$ cat src/rtl/demux_1x8_seq_if.sv
// Handshake and lane bus of the demux_1x8_seq block.
// The slave modport is the demux itself; the master modport is the producer and frame consumer side.
interface demux_1x8_seq_if #(
  parameter int unsigned WIDTH = 1
) ();
  logic [WIDTH-1:0] din;
  logic             s2;
  logic             s1;
  logic             s0;
  logic             mode;
  logic             in_valid;
  logic             in_ready;
  logic [WIDTH-1:0] y0;
  logic [WIDTH-1:0] y1;
  logic [WIDTH-1:0] y2;
  logic [WIDTH-1:0] y3;
  logic [WIDTH-1:0] y4;
  logic [WIDTH-1:0] y5;
  logic [WIDTH-1:0] y6;
  logic [WIDTH-1:0] y7;
  logic [7:0]       lane_strobe;
  logic             out_valid;
  logic             out_ready;
  logic             frame_par;

  modport slave (
    input  din, s2, s1, s0, mode, in_valid, out_ready,
    output in_ready, y0, y1, y2, y3, y4, y5, y6, y7, lane_strobe, out_valid, frame_par
  );

  modport master (
    output din, s2, s1, s0, mode, in_valid, out_ready,
    input  in_ready, y0, y1, y2, y3, y4, y5, y6, y7, lane_strobe, out_valid, frame_par
  );
endinterface

$ cat src/rtl/demux_1x8_seq.sv
// Registered 1-to-8 demultiplexer with valid/ready handshake: explicit lane select or auto frame fill.
// Optional frame parity output is built only when DEMUX_PARITY_EN is defined.
module demux_1x8_seq #(
  parameter int unsigned WIDTH = 1,
  parameter bit          HOLD  = 1'b1
) (
  input logic            clk,
  input logic            rst_n,
  demux_1x8_seq_if.slave bus
);

  logic [7:0][WIDTH-1:0] y_q;
  logic [7:0][WIDTH-1:0] y_d;
  logic [7:0]            strobe_q;
  logic [7:0]            strobe_d;
  logic [2:0]            idx_q;
  logic [2:0]            idx_d;
  logic                  out_valid_q;
  logic                  out_valid_d;
  logic                  accept_s;
  logic                  frame_done_s;
  logic [2:0]            lane_s;

  // A held frame blocks input unless the consumer takes it in this same cycle.
  assign bus.in_ready = !out_valid_q || bus.out_ready;
  assign accept_s     = bus.in_valid && bus.in_ready;
  assign lane_s       = bus.mode ? idx_q : {bus.s2, bus.s1, bus.s0};

  // Next-state for lanes, strobe, fill index and frame-valid flag.
  always_comb begin
    y_d          = y_q;
    strobe_d     = 8'd0;
    idx_d        = idx_q;
    out_valid_d  = out_valid_q;
    frame_done_s = 1'b0;
    if (accept_s) begin
      if (!HOLD && !bus.mode) begin
        y_d = {(8 * WIDTH){1'b0}};
      end else begin
        y_d = y_q;
      end
      y_d[lane_s] = bus.din;
      strobe_d    = 8'd1 << lane_s;
      if (bus.mode) begin
        idx_d        = idx_q + 3'd1;
        frame_done_s = (idx_q == 3'd7);
      end else begin
        idx_d = 3'd0;
      end
    end else if (!bus.mode) begin
      idx_d = 3'd0;
    end else begin
      idx_d = idx_q;
    end
    // A frame completing on the release edge keeps out_valid high.
    if (frame_done_s) begin
      out_valid_d = 1'b1;
    end else if (out_valid_q && bus.out_ready) begin
      out_valid_d = 1'b0;
    end else begin
      out_valid_d = out_valid_q;
    end
  end

  // State registers.
  always_ff @(posedge clk or negedge rst_n) begin
    if (!rst_n) begin
      y_q         <= {(8 * WIDTH){1'b0}};
      strobe_q    <= 8'd0;
      idx_q       <= 3'd0;
      out_valid_q <= 1'b0;
    end else begin
      y_q         <= y_d;
      strobe_q    <= strobe_d;
      idx_q       <= idx_d;
      out_valid_q <= out_valid_d;
    end
  end

  assign bus.y0          = y_q[0];
  assign bus.y1          = y_q[1];
  assign bus.y2          = y_q[2];
  assign bus.y3          = y_q[3];
  assign bus.y4          = y_q[4];
  assign bus.y5          = y_q[5];
  assign bus.y6          = y_q[6];
  assign bus.y7          = y_q[7];
  assign bus.lane_strobe = strobe_q;
  assign bus.out_valid   = out_valid_q;

`ifdef DEMUX_PARITY_EN
  logic par_q;
  logic par_d;

  function automatic logic frame_parity(input logic [7:0][WIDTH-1:0] lanes);
    return ^lanes;
  endfunction

  // Parity tracks the frame being raised, or every explicit-mode write.
  always_comb begin
    par_d = par_q;
    if (frame_done_s || (accept_s && !bus.mode)) begin
      par_d = frame_parity(y_d);
    end else begin
      par_d = par_q;
    end
  end

  // Parity register.
  always_ff @(posedge clk or negedge rst_n) begin
    if (!rst_n) begin
      par_q <= 1'b0;
    end else begin
      par_q <= par_d;
    end
  end

  assign bus.frame_par = par_q;
`else
  assign bus.frame_par = 1'b0;
`endif

endmodule

$ cat src/flat_wrapper.sv
// flat-port wrapper written by rule: the top's interface ports become plain ports
module demux_1x8_seq_flat 
#(
  parameter int unsigned WIDTH = 1,
  parameter bit          HOLD  = 1'b1
)
  (clk, rst_n, bus_din, bus_s2, bus_s1, bus_s0, bus_mode, bus_in_valid, bus_out_ready, bus_in_ready, bus_y0, bus_y1, bus_y2, bus_y3, bus_y4, bus_y5, bus_y6, bus_y7, bus_lane_strobe, bus_out_valid, bus_frame_par);
  demux_1x8_seq_if #(.WIDTH(WIDTH)) bus_i ();
  input logic clk;
  input logic rst_n;
  input wire logic [$bits(bus_i.din)-1:0] bus_din;
  input wire logic [$bits(bus_i.s2)-1:0] bus_s2;
  input wire logic [$bits(bus_i.s1)-1:0] bus_s1;
  input wire logic [$bits(bus_i.s0)-1:0] bus_s0;
  input wire logic [$bits(bus_i.mode)-1:0] bus_mode;
  input wire logic [$bits(bus_i.in_valid)-1:0] bus_in_valid;
  input wire logic [$bits(bus_i.out_ready)-1:0] bus_out_ready;
  output wire logic [$bits(bus_i.in_ready)-1:0] bus_in_ready;
  output wire logic [$bits(bus_i.y0)-1:0] bus_y0;
  output wire logic [$bits(bus_i.y1)-1:0] bus_y1;
  output wire logic [$bits(bus_i.y2)-1:0] bus_y2;
  output wire logic [$bits(bus_i.y3)-1:0] bus_y3;
  output wire logic [$bits(bus_i.y4)-1:0] bus_y4;
  output wire logic [$bits(bus_i.y5)-1:0] bus_y5;
  output wire logic [$bits(bus_i.y6)-1:0] bus_y6;
  output wire logic [$bits(bus_i.y7)-1:0] bus_y7;
  output wire logic [$bits(bus_i.lane_strobe)-1:0] bus_lane_strobe;
  output wire logic [$bits(bus_i.out_valid)-1:0] bus_out_valid;
  output wire logic [$bits(bus_i.frame_par)-1:0] bus_frame_par;
  assign bus_i.din = bus_din;
  assign bus_i.s2 = bus_s2;
  assign bus_i.s1 = bus_s1;
  assign bus_i.s0 = bus_s0;
  assign bus_i.mode = bus_mode;
  assign bus_i.in_valid = bus_in_valid;
  assign bus_i.out_ready = bus_out_ready;
  assign bus_in_ready = bus_i.in_ready;
  assign bus_y0 = bus_i.y0;
  assign bus_y1 = bus_i.y1;
  assign bus_y2 = bus_i.y2;
  assign bus_y3 = bus_i.y3;
  assign bus_y4 = bus_i.y4;
  assign bus_y5 = bus_i.y5;
  assign bus_y6 = bus_i.y6;
  assign bus_y7 = bus_i.y7;
  assign bus_lane_strobe = bus_i.lane_strobe;
  assign bus_out_valid = bus_i.out_valid;
  assign bus_frame_par = bus_i.frame_par;
  demux_1x8_seq #(.WIDTH(WIDTH), .HOLD(HOLD)) u_core (.clk(clk), .rst_n(rst_n), .bus(bus_i));
endmodule
$ cat config.mk
export PLATFORM = sky130hd
export DESIGN_NAME = demux_1x8_seq_flat
export DESIGN_NICKNAME = d
export VERILOG_FILES = /design/src/rtl/demux_1x8_seq_if.sv /design/src/rtl/demux_1x8_seq.sv /design/src/flat_wrapper.sv
export SDC_FILE = /design/constraint.sdc
export NUM_CORES = 1
export LEC_CHECK = 0
export BUFFER_PORTS_ARGS = -buffer_cell sky130_fd_sc_hd__buf_2
export CORE_MARGIN = 2
export CORE_UTILIZATION = 30
export DETAILED_ROUTE_END_ITERATION = 6
export HOLD_SLACK_MARGIN = 0.06
export SLEW_MARGIN = 20
export SYNTH_ARGS = -nofsm -noshare
export SYNTH_HDL_FRONTEND = slang
export SYNTH_SLANG_ARGS = --single-unit
$ cat constraint.sdc
create_clock -name clk -period 1.41 [get_ports clk]
set_clock_uncertainty 0.05 [all_clocks]
set_input_delay 0.0705 -clock clk [delete_from_list [all_inputs] [get_ports clk]]
set_output_delay 0.0705 -clock clk [all_outputs]
set_load 0.02 [all_outputs]
# Word-level counts from Yosys, hierarchy flattened

Cells that the tools add are included.

Add/sub/neg operators: 1
Equal/unequal tests: 2
Order comparisons: 2
Shift-type cells: 1
Reductions and logical operators: 6
Mux-type cells: 13

Operators by type and width:

| kind                | number |
|---|---|
| $mux 8              | 2 |
| $mux 3              | 4 |
| $bwmux 8            | 1 |
| $shl 1x3->8 const A | 1 |
| $mux 1              | 5 |
| $lt 3x4->1 const B  | 1 |
| $add 3x1->3 const B | 1 |
| $demux 1 s3         | 1 |
| $eq 3x3->1 const B  | 1 |
| $ge 3x1->1 const B  | 1 |
| $logic_and 1x1->1   | 3 |
| $ne 2x1->1 const B  | 1 |
| $reduce_bool 2->1   | 1 |
| $logic_not 1->1     | 1 |
| $logic_or 1x1->1    | 1 |

Register bits after elaboration: 20
Input port bits: 9
Word-level logic and storage cells: 36
Output and inout bits: 19

# Longest topological paths before layout

Gate-level depths: netlist (run 1).

Depth after elaboration: 6
Mapped depth: 5
Depth with buffers taken out: 4

# Worst setup path before layout (run 1)

OpenSTA, ideal clock, no wires.

Kind: reg-to-reg
From: register u_core.out_valid_q, in the netlist u_core.bus.out_valid
To: register u_core.y_q, in the netlist u_core.bus.y6
Clock period less this slack: 1.532 ns
Path buffers: 1
Data required time: 1.235 ns
Cell stages (with the launch flop): 6
Slack: -0.122 ns
Arrival: 1.357 ns
Setup time: 0.125 ns
Cells stage by stage: dfrtp_1 > nor2b_2 > inv_1 > buf_4 > o2111ai_1 > mux2_2

Cells in the longest elaborated chain, start to end: 3

Ends and longest elaborated chain:

| element                  | RTL line            | source |
|---|---|---|
| start: declaration       | demux_1x8_seq.sv:18 | `logic out_valid_q;` |
| start signal: assignment | demux_1x8_seq.sv:76 | `out_valid_q <= out_valid_d;` |
| $logic_not 1->1          | demux_1x8_seq.sv:25 | `assign bus.in_ready = !out_valid_q \|\| bus.out_ready;` |
| $logic_or 1x1->1         | demux_1x8_seq.sv:25 |  |
| net bus_in_ready         | flat_wrapper.sv:18  | `output wire logic [$bits(bus_i.in_ready)-1:0] bus_in_ready;` |
| $logic_and 1x1->1        | demux_1x8_seq.sv:26 | `assign accept_s = bus.in_valid && bus.in_ready;` |
| end signal: assignment   | demux_1x8_seq.sv:68 | `y_q <= {(8 * WIDTH){1'b0}};` |
| end signal: assignment   | demux_1x8_seq.sv:73 | `y_q <= y_d;` |
| end: declaration         | demux_1x8_seq.sv:12 | `logic [7:0][WIDTH-1:0] y_q;` |

The timed path passes the listed nets, and every way through them passes these cells.
A chain may end at the register's enable or synchronous reset.

# Worst setup path in the final report (run 1)

From: register u_core.idx_q[2]
To: register u_core.y_q, in the netlist u_core.bus.y5

Cells in the longest elaborated chain, start to end: 6
Elaborated cells on any way between the ends: 7
Those cells by class: order compare: 2; mux: 4; reduce/logical: 1

Ends and longest elaborated chain:

| element                                                        | RTL line            | source |
|---|---|---|
| start: declaration                                             | demux_1x8_seq.sv:16 | `logic [2:0] idx_q;` |
| start signal: assignment                                       | demux_1x8_seq.sv:75 | `idx_q <= idx_d;` |
| $mux 3 (*)                                                     | demux_1x8_seq.sv:27 | `assign lane_s = bus.mode ? idx_q : {bus.s2, bus.s1, bus.s0};` |
| $lt 3x4->1 (implied by the code) or $ge 3x1->1 (tied branches) | demux_1x8_seq.sv:42 | `y_d[lane_s] = bus.din;` |
| $logic_and 1x1->1 (implied by the code)                        | demux_1x8_seq.sv:42 |  |
| $mux 1 (implied by the code)                                   | demux_1x8_seq.sv:42 |  |
| $demux 1 s3 (*)                                                | n/a                 |  |
| $bwmux 8 (*)                                                   | demux_1x8_seq.sv:42 |  |

Mark *: on every way between the ends. The rest lies on a longest branch, timed or not.

==> run summary, run 1 <==
The flow ran to the end, but the final reports show violations. The checks that failed: negative setup slack. For this run, the number of Yosys warnings is 0. After synthesis the cells add up to 929.6 sq um.

The number of global-route vias before repair is 715, and the core area is 3003 sq um. The tools report the number of antenna violations at the first check in global routing as 0. From synthesis to final layout, the design area changed by 45.89%.

Once detailed placement completed, the half-perimeter wirelength came to 1404 um. Adding up every negative setup slack in the final design gives -0.0003438 ns. STA classifies the critical path endpoint as a register. The total count of hold-check failures in the final report was 0; the number of max-cap violations was 0. The tools report the required time at the worst-slack endpoint as 1.55 ns. The logs give 2 for the number of optimization iterations in the first detailed-route pass and 0.4517 for the final cell utilization of the core. For the data arrival time of the worst path, the log shows 1.56 ns. The maximum buffer depth of the clock tree was 2; the die outline area was 3560 sq um. Post-detailed-routing wire length: 2046 um. The final critical-path setup slack was -0.0003438 ns; the areal power density over the cells was 1030 nW/um^2. In the post-synthesis netlist, the biggest area contributors are sky130_fd_sc_hd__dfrtp_1 (54%), sky130_fd_sc_hd__o2111ai_1 (7.5%), sky130_fd_sc_hd__mux2_2 (7.3%), sky130_fd_sc_hd__inv_1 (4.4%), sky130_fd_sc_hd__mux2_1 (3.6%). Pin count of the biggest net entering global routing: 21. The total congestion overflow after global routing is 0, and the remaining number of nets flagged by the antenna check after routing is 0.

The global-route usage over all layers was 0.1194; the number of antenna diodes was 0. Count of final max-slew check failures: 0. The die is 59.67 um tall. The tightest min-delay check is of the in2reg type. In this run the clock root is driven by a sky130_fd_sc_hd__clkbuf_4.

The final weighted congestion in routability-driven placement was 0.8003; the detailed-route wire length per cell was 14.11 um. The top cell types in the final layout, fill and taps aside, are sky130_fd_sc_hd__buf_2 (25), sky130_fd_sc_hd__dfrtp_1 (17), sky130_fd_sc_hd__inv_1 (10). Setup repair after global routing could not meet its margin everywhere. For the initial standard-cell utilization of the core, the log shows 0.3096.

The first-pass GRT wire length is 3167 um, and the post-route clock period utilization is 1.000. In this run the static leakage power is 0.7047 nW. Area share of the largest cell type after synthesis: 0.5384. Startpoint kind of the worst setup timing path: a register.

The routed layout has 714 vias. Counting every instance in the synthesized netlist gives 76. The distinct cell type count after synthesis was 22; the count of buffers from port buffering was 26. The worst max-slew margin expressed relative to the limit was 0.6467. For the number of core rows, the log shows 20. The iteration-0 DRC count of the detailed router is 1, and the largest fanout of any net on the critical path is 5. For the number of nets in the final layout, the log shows 124. Derived from the worst setup path, the maximum achievable clock frequency is 709.0 MHz. CTS saw 20 sinks. The kind of critical path was reg2reg.

Of all cell types, the one taking the most synthesized area is sky130_fd_sc_hd__dfrtp_1. The worst-case IR drop observed on VDD is 560.0 uV. The clock insertion delay at the later pin of the skew report is 0.29 ns, and the total nets after synthesis is 87. Most common cell after layout, fill and taps aside: sky130_fd_sc_hd__buf_2.

The register area share after synthesis was 0.5384; the remaining routing DRC violations was 0. The tools report the deepest level of the CTS H-tree as 1. Dividing the synthesized area by the synthesized cell count gives 12.23 sq um. The proportion of layout cells with a drive suffix above 1 came out at 0.6071. Clock-pin slew was measured on the worst setup and hold paths at 0.11 ns. The die width is 59.67 um.

The transition time of the tightest slew-check pin was 0.5289 ns; the register bit total from synthesis was 20. After layout, the minimum clock period comes to 1.410 ns. The number of endpoints failing setup at the final stage was 1; the number of placed I/O pins was 28.

The routed via count divided by cell count works out to 4.924. TritonCTS built the clock tree. In this run, CTS created clock tree buffers numbering 3.
-- what timing repair did --
action / 4_1_cts / 5_1_grt
hold buffers: 2 / 0
buffers inserted: 0 / 2
endpoints found under the setup margin: 6 / 10
gates resized for setup: 6 / 23
hold endpoints to repair: 28 / 0
pin swaps: 0 / 8
-- area by class of cell --
class	count	area, sq um
fillers	284	1647
flip-flops and latches	20	504.2
multi-input cells	41	491.7
repair buffers	36	236.5
inverters	11	46.29
well taps	33	41.29
clock buffers	4	36.28
-- per-stage QoR --
step / total power (W) / hold slack (ns) / setup slack (ns) / cell area (sq um) / instances
2_1_floorplan: 0.0008949 / -0.2751 / -0.002081 / 958.4 / 76
3_3_place_gp: 0.001015 / -0.01478 / -0.03185 / 1140 / 137
3_5_place_dp: 0.001019 / -0.008435 / -0.04379 / 1140 / 137
4_1_cts: 0.001362 / 0.06509 / -0.006819 / 1230 / 143
5_1_grt: 0.001470 / 0.09360 / -0.04334 / 1356 / 145
6_report: 0.001397 / 0.08398 / -0.0003438 / 1356 / 145
-- power by group --
part / switching (W) / total, W / internal (W)
Sequential: 0.0000410 / 0.000689 / 0.000648
Clock: 0.000173 / 0.000331 / 0.000157
Combinational: 0.000207 / 0.000377 / 0.000171
-- worst paths after layout --
check	cells past startpoint	slack, ns	startpoint	endpoint
worst max-delay path	3	-0.0003	u_core.idx_q[2]	u_core.bus.y5
worst min-delay path	3	0.08	bus_mode	u_core.bus.out_valid
worst max register to register	3	-0.0003	u_core.idx_q[2]	u_core.bus.y5
worst min register to register	1	0.45	u_core.bus.y0	u_core.bus.y0
max in group asynchronous	2	0.77	rst_n	u_core.bus.out_valid
min in group asynchronous	2	0.20	rst_n	u_core.bus.y4
-- worst max-delay path, cell delays in order (launching register included) --
cell	delay, ns
sky130_fd_sc_hd__dfrtp_2	0.46
sky130_fd_sc_hd__and3b_2	0.26
sky130_fd_sc_hd__o2111ai_2	0.22
sky130_fd_sc_hd__mux2_4	0.32
-- synthesized netlist by cell type --
cell                        instances
sky130_fd_sc_hd__dfrtp_1           20
sky130_fd_sc_hd__inv_1             11
sky130_fd_sc_hd__o2111ai_1          8
sky130_fd_sc_hd__mux2_2             6
sky130_fd_sc_hd__a21oi_1            3
sky130_fd_sc_hd__and3b_1            3
sky130_fd_sc_hd__mux2_1             3
sky130_fd_sc_hd__nand3_1            3
sky130_fd_sc_hd__o21ai_0            3
sky130_fd_sc_hd__buf_4              2
sky130_fd_sc_hd__ha_1               2
sky130_fd_sc_hd__nor3b_2            2
sky130_fd_sc_hd__and3_1             1
sky130_fd_sc_hd__buf_2              1
sky130_fd_sc_hd__buf_6              1
sky130_fd_sc_hd__conb_1             1
sky130_fd_sc_hd__mux2i_4            1
sky130_fd_sc_hd__nand2_1            1
sky130_fd_sc_hd__nor2b_2            1
sky130_fd_sc_hd__nor3_1             1
sky130_fd_sc_hd__nor3b_1            1
sky130_fd_sc_hd__or3_1              1
-- cell families (layout without fill, tap and decap cells) --
group           after synthesis  after routing  share of synthesized area
compound gates               14             14                     0.1077
buf+inv                      15             51                    0.07805
fa+ha+maj                     2              2                    0.02691
mux                          10             10                     0.1332
simple gates                 14             14                     0.1117
other cells                   1              1                   0.004034
flops                        20             20                     0.5384
-- state kept, by name (all words and copies together), names as in the netlist --
signal,flops
u_core.bus.lane_strobe,8
u_core.bus.y4,1
u_core.bus.out_valid,1
u_core.bus.y0,1
u_core.bus.y6,1
u_core.bus.y7,1
u_core.bus.y1,1
u_core.bus.y3,1
u_core.bus.y5,1
u_core.bus.y2,1
u_core.idx_q,3
-- per-layer routing --
metal / GRT usage / wire length [um] / vias up
li1: - / - / 343
met1: 0.1609 / 956 / 346
met2: 0.1770 / 933 / 21
met3: 0.03247 / 121 / 4
met4: 0.05714 / 34 / 0
met5: 0 / 0 / -
Note: power is estimated with default switching activity, not from simulation.
==> run 2: changes to the inputs <==
--- a/config.mk
+++ b/config.mk
@@ -10,6 +10,7 @@
 export CORE_UTILIZATION = 30
 export DETAILED_ROUTE_END_ITERATION = 6
 export HOLD_SLACK_MARGIN = 0.06
+export RECOVER_POWER = 100
 export SLEW_MARGIN = 20
 export SYNTH_ARGS = -nofsm -noshare
 export SYNTH_HDL_FRONTEND = slang
==> run 2 against run 1 <==
The flow still finishes with violations (negative setup slack); register-to-register slack about the same; largest power group unchanged; cell count did not move; power is 1.2% lower; via count down 0.28%; core utilization decreased by 0.62 points; clock-buffer cell count is the same; highest routed layer unchanged; final area is 1.4% lower; largest cell class unchanged.
==> run summary, run 2 (same netlist as run 1, synthesis figures left out) <==
The flow ran to the end, but the final reports show violations. The final reports fail on negative setup slack. For the placed wire-length estimate after detailed placement, the log shows 1404 um. The tools report the final critical-path setup slack as -0.0002475 ns. For the core area, the log shows 3003 sq um. The clock net in this run drives a total of 20 sinks. For the count of final max-slew check failures, the log shows 0.

The tools report the startpoint kind of the worst setup timing path as a register. The largest fanout of any net on the critical path is 5, and the final cell utilization of the core is 0.4454. The tools report the met3 usage as 0.03247.

Worst-case vdd ir drop: 550.9 uV. The critical path endpoint category is a register. The longest clock path from root to sink contains 2 buffers. At the pin with the least slew margin, the transition time is 0.5289 ns. The post-route clock period utilization is 1.000, and the clock insertion delay at the later pin of the skew report is 0.29 ns. The worst max-slew margin expressed relative to the limit is 0.6467, and the number of optimization iterations in the first detailed-route pass is 2. Walking the worst path, the cells encountered are and3b_2, o2111ai_2, mux2_4.

The tools report the final weighted congestion in routability-driven placement as 0.8003. Global routing finished with a remaining overflow of 0. The tool flagged a number of max-cap violations equal to 0. The final critical delay including setup and external delays is 1.410 ns.

At the worst endpoint, the arrival time is 1.55 ns. STA puts the critical path data required time at 1.55 ns. The critical path contains buffers and inverters numbering 0 combined. The floorplan has 20 rows.

Setup repair after global routing could not meet its margin everywhere. For the top achievable clock speed, the log shows 709.1 MHz. Timing analysis after detailed placement gives a worst setup slack of -0.04379 ns. Number of antenna violations at the first check in global routing: 0. The tools report the number of antenna diodes as 0.

Compared with the post-synthesis result, the final layout area differs by 43.88%. The met1 track utilization from global routing came out at 0.1609. TritonCTS built the clock tree. The die width is 59.67 um. The library cells used most frequently in the layout, excluding fill and tap cells, are sky130_fd_sc_hd__dfrtp_1 (17), sky130_fd_sc_hd__clkbuf_1 (15), sky130_fd_sc_hd__inv_1 (10). Across all layers, the routed design uses 712 vias. The kind of critical path is reg2reg. The clock root buffer was sky130_fd_sc_hd__clkbuf_4. The tightest hold path in the finished design has a slack of 0.08407 ns.

Dividing total power by cell area gives a power density of 1031 nW/um^2. The iteration-0 DRC count of the detailed router was 1; the number of global-route vias before repair was 715. The layer flagged by global routing as most heavily used is met2.

Die outline area: 3560 sq um. The global-route usage over all layers is 0.1194, and the area of placed instances is 1140 sq um. The static leakage was 0.6494 nW; the number of filler instances in the final layout was 294. The met2 capacity usage during global routing is 0.1770, and the post-detailed-routing wire length is 2035 um. 28 I/O pins were placed. The first-pass GRT wire length came out at 3167 um. In the final design database the tool counted 124 nets.

The post-route cell area is 1338 sq um, and the detailed-route wire length per cell is 14.03 um. The routed via count divided by cell count is 4.910, and the total count of hold-check failures in the final report is 0. In this run, CTS created clock tree buffers numbering 3.

Adding up every negative setup slack in the final design gives -0.0002475 ns. The class of the tightest hold or removal check was in2reg. The remaining routing DRC violations was 0; the number of endpoints failing setup at the final stage was 1. For the initial standard-cell utilization of the core, the log shows 0.3096.

On the critical path, the stage with the largest delay is an instance of sky130_fd_sc_hd__dfrtp_2. Once detail routing completed, the nets flagged for antenna violations numbered 0. The clock transition at the registers of the reported paths came out at 0.11 ns. The register with the most flip-flops in the layout has 8 of them. The library cell used most frequently in the layout, excluding fill and tap cells, is sky130_fd_sc_hd__dfrtp_1.

On the worst path, the slowest cell contributes a delay of 0.46 ns. The proportion of layout cells with a drive suffix above 1 is 0.4732, and the count of buffers from port buffering is 26. Cell type group with the largest total delay on the critical path: flip-flops.

The run gives 1 as the deepest level of the CTS H-tree. Entering global routing, the biggest net connects 21 pins. The floorplan step set the die height to 59.67 um.
## run 2: layout make-up
| type | instances | area, sq um | share of cell area |
|---|---|---|---|
| multi-input combinational | 41 | 491.7 | 0.3676 |
| sequential | 20 | 504.2 | 0.3770 |
| clock buffer | 4 | 36.28 | 0.02713 |
| timing repair buffer | 36 | 217.7 | 0.1628 |
| tap | 33 | 41.29 | 0.03087 |
| inverter | 11 | 46.29 | 0.03461 |
## run 2: tightest hold or removal path: cells and delay by family
family                 cells  cell delay, ns
and+or+nand+nor            2            0.14
buffers and inverters      1            0.19
## run 2: final timing paths
check / from / to / slack (ns) / cells after the start
setup / recovery: u_core.idx_q[2] / u_core.bus.y5 / -0.0002 / 3
hold / removal: bus_mode / u_core.bus.out_valid / 0.08 / 3
setup reg to reg: u_core.idx_q[2] / u_core.bus.y5 / -0.0002 / 3
hold reg to reg: u_core.bus.y0 / u_core.bus.y0 / 0.45 / 1
max in group asynchronous: rst_n / u_core.bus.out_valid / 0.72 / 2
min in group asynchronous: rst_n / u_core.bus.y4 / 0.22 / 2
## run 2: metal layers
metal  share of wire  up-vias
met5               0        -
met2            0.46       21
met3           0.057        4
met4           0.017        0
li1                -      343
met1            0.47      344
## run 2: per-stage QoR
stage / instances / power [W]
2_1_floorplan: 76 / 0.0008949
3_3_place_gp: 137 / 0.001015
3_5_place_dp: 137 / 0.001019
4_1_cts: 143 / 0.001362
5_1_grt: 145 / 0.001454
6_report: 145 / 0.001379
## run 2: what timing repair did
item	in CTS	in global routing
buffers inserted	0	2
setup endpoints to repair	6	10
resized for setup	6	23
endpoints found under the hold margin	28	0
pin swaps	0	8
hold buffers	2	0
## run 2: power by group
| group | leakage (nW) | internal, W | switching [W] |
|---|---|---|---|
| clock | 0.0210 | 0.000157 | 0.000173 |
| combinational | 0.372 | 0.000153 | 0.000206 |
| sequential | 0.257 | 0.000648 | 0.0000422 |
| total | 0.649 | 0.000958 | 0.000421 |
==> run 3: changes to the inputs <==
--- a/config.mk
+++ b/config.mk
@@ -5,13 +5,14 @@
 export SDC_FILE = /design/constraint.sdc
 export NUM_CORES = 1
 export LEC_CHECK = 0
-export BUFFER_PORTS_ARGS = -buffer_cell sky130_fd_sc_hd__buf_2
 export CORE_MARGIN = 2
 export CORE_UTILIZATION = 30
 export DETAILED_ROUTE_END_ITERATION = 6
+export DONT_BUFFER_PORTS = 1
 export HOLD_SLACK_MARGIN = 0.06
 export RECOVER_POWER = 100
 export SLEW_MARGIN = 20
 export SYNTH_ARGS = -nofsm -noshare
 export SYNTH_HDL_FRONTEND = slang
 export SYNTH_SLANG_ARGS = --single-unit
+export TNS_END_PERCENT = 1
==> run 3 against run 2 <==
The run ends with negative hold slack left; worst setup slack improved by 0.017 ns; sequential power up 15%; clock-buffer cell count down 1; sequential share of layout area grew 1.2 points; critical path type unchanged.
==> run summary, run 3 (same netlist as run 1, synthesis figures left out) <==
For the number of global-route vias before repair, the log shows 679. The tool flagged a number of max-cap violations equal to 0. The setup path with the least slack is of type reg2reg. The worst hold margin came out at -0.1509 ns. The sequential share of power is 0.538. After global routing the overflow that remains totals 0. The part of the total power dissipated in the clock network was 0.314. The die width was 59.67 um; the number of nets in the final layout was 104. The core region is 3003 sq um.

Dividing total power by cell area gives a power density of 1135 nW/um^2. The repair_antennas step left the layout with diodes totalling 0. The design draws 0.001475 W. The worst path buffer plus inverter count was 0; the vias after detailed routing was 650.

The tools report the critical path endpoint category as a register. The register with the most flip-flops in the layout has 8 of them. Final critical-path setup slack: 0.01702 ns. Timing would allow up to 717.9 MHz. The remaining number of nets flagged by the antenna check after routing is 0, and the worst-case vdd ir drop is 665.9 uV.

For the total count of hold-check failures in the final report, the log shows 4. The global-route usage over all layers was 0.1236. Hold repair after CTS inserted 9 buffers.

The number of endpoints failing setup at the final stage came out at 0. The power dissipated by switching net loads was 0.0004038 W; the clock transition at the registers of the reported paths was 0.11 ns. For the number of optimization iterations in the first detailed-route pass, the log shows 4. Summed over all cells, the static leakage comes to 0.6184 nW.

The post-route clock period utilization is 0.9879. The initial standard-cell utilization of the core was 0.3096; the number of buffers inserted during clock tree synthesis was 3. The run finished, with violations left. Fraction of power spent switching nets: 0.2738.

The first global-routing pass estimated 3194 um of wire. For the clock sink count, the log shows 20. The run gives 289 as the number of filler instances in the final layout. The tools report the worst max-slew margin expressed relative to the limit as 0.3979. Setup repair after global routing could not meet its margin everywhere. In the final routed layout, each cell accounts on average for 16.50 um.

The data arrival time of the worst path was 1.54 ns; the deepest level of the CTS H-tree was 1. CTS placed an instance of sky130_fd_sc_hd__clkbuf_4 at the clock tree root. Wires add up to 2062 um.

For the clock insertion delay at the later pin of the skew report, the log shows 0.30 ns. The first routing iteration left 13 violations. The routed via count divided by cell count came out at 5.200. TritonCTS built the clock tree. In this run the deepest clock path goes through 2 buffers. Die outline area: 3560 sq um. Walking the worst path, the cells encountered are and3b_2, o2111ai_2, mux2_4. The congestion estimate from routability-driven global placement came to 0.7370. From synthesis to final layout, the design area changed by 39.70%.

In this run the worst path has a maximum fanout of 5. The transition time of the tightest slew-check pin works out to 0.9001 ns. For the count of final max-slew check failures, the log shows 0. The floorplan step set the die height to 59.67 um. For the number of antenna violations at the first check in global routing, the log shows 0. Startpoint kind of the worst setup timing path: a register.

Pin count of the biggest net entering global routing: 21. The class of the tightest hold or removal check is in2reg. For the worst setup path, the data required time is 1.56 ns. Leaving out fill and tap cells, the most frequent cell in the layout is sky130_fd_sc_hd__dfrtp_1.

In the routed design, unresolved DRC markers number 0. The final reports fail on negative hold slack. Leaving out fill and tap cells, the most frequent cells in the layout are sky130_fd_sc_hd__dfrtp_1 (16), sky130_fd_sc_hd__inv_1 (10), sky130_fd_sc_hd__dlygate4sd3_1 (8). The cell-internal power came out at 0.001071 W. For the post-placement setup slack, the log shows -0.03548 ns.

The slowest stage of the critical path is the sky130_fd_sc_hd__dfrtp_2 cell. The initialized floorplan defines 20 standard-cell rows. Cell type group with the largest total delay on the critical path: flip-flops. Input and output buffers added on the ports amount to 0. The delay contributed by the slowest stage of the critical path is 0.47 ns. The HPWL after detailed placement is 1353 um.

The final critical delay including setup and external delays was 1.393 ns; the proportion of layout cells with a drive suffix above 1 was 0.4891. The number of placed I/O pins is 28, and the power share of the combinational group is 0.148.
-- run 3: cell types whose count changed in the layout (fill, tap and decap cells not counted), moves of 2 or more --
cell / before / now
sky130_fd_sc_hd__buf_2: 9 / 0
sky130_fd_sc_hd__clkbuf_1: 15 / 1
sky130_fd_sc_hd__dlygate4sd3_1: 2 / 8
sky130_fd_sc_hd__mux2_1: 2 / 0
sky130_fd_sc_hd__mux2_2: 0 / 2
-- run 3: final timing paths --
check                                     start  slack [ns]              endpoint  depth (start not counted)
max in group asynchronous                 rst_n        0.42  u_core.bus.out_valid                          1
worst min-delay path                   bus_mode       -0.15  u_core.bus.out_valid                          2
worst min register to register    u_core.bus.y1        0.63         u_core.bus.y1                          1
min in group asynchronous                 rst_n        0.28         u_core.bus.y3                          1
worst max-delay path            u_core.idx_q[1]        0.02         u_core.bus.y3                          3
worst max register to register  u_core.idx_q[1]        0.02         u_core.bus.y3                          3
-- run 3: repair_timing --
item                                   CTS  global route
pin swaps                                0            12
setup buffers                            0             2
endpoints found under the hold margin   40             9
gates resized for setup                  4            27
setup endpoints to repair                4            10
-- run 3: layout make-up --
cell class | instances | area [sq um] | area share
multi-input combinational | 41 | 506.7 | 0.3902
sequential | 20 | 505.5 | 0.3892
timing repair buffer | 16 | 148.9 | 0.1146
inverter | 11 | 43.79 | 0.03372
tap | 33 | 41.29 | 0.03179
clock inverter | 1 | 30.03 | 0.02312
clock buffer | 3 | 22.52 | 0.01734
-- run 3: worst reg2reg max path, cell delays in order, from the launching register on --
cell                        delay [ns]
sky130_fd_sc_hd__dfrtp_2          0.47
sky130_fd_sc_hd__and3b_2          0.24
sky130_fd_sc_hd__o2111ai_2        0.22
sky130_fd_sc_hd__mux2_4           0.32
-- run 3: metal layers --
metal	part of all wire	wire, um	global-route usage
met1	0.43	891	0.1572
met4	0	0	0.03810
met2	0.47	973	0.1879
met3	0.095	196	0.05628
met5	0	0	0
-- run 3: stage by stage --
stage	instances	setup TNS [ns]	util	instance area, sq um
2_1_floorplan	76	-0.006237	-	958.4
3_3_place_gp	110	-0.02158	0.3338	1002
3_5_place_dp	110	-0.06325	0.3338	1002
4_1_cts	123	-0.007659	0.3896	1170
5_1_grt	125	-0.1515	0.4325	1299
6_report	125	0	0.4325	1299
-- run 3: power by group through the flow --
| stage | clock (W) | sequential (W) | combinational (W) |
|---|---|---|---|
| final | 0.000463 | 0.000793 | 0.000218 |
| after global placement | 0 | 0.000801 | 0.000114 |
| after global routing | 0.000502 | 0.000803 | 0.000237 |
| after floorplan | 0 | 0.000785 | 0.000110 |
| after detailed placement | 0 | 0.000802 | 0.000118 |
| after CTS | 0.000482 | 0.000791 | 0.000164 |
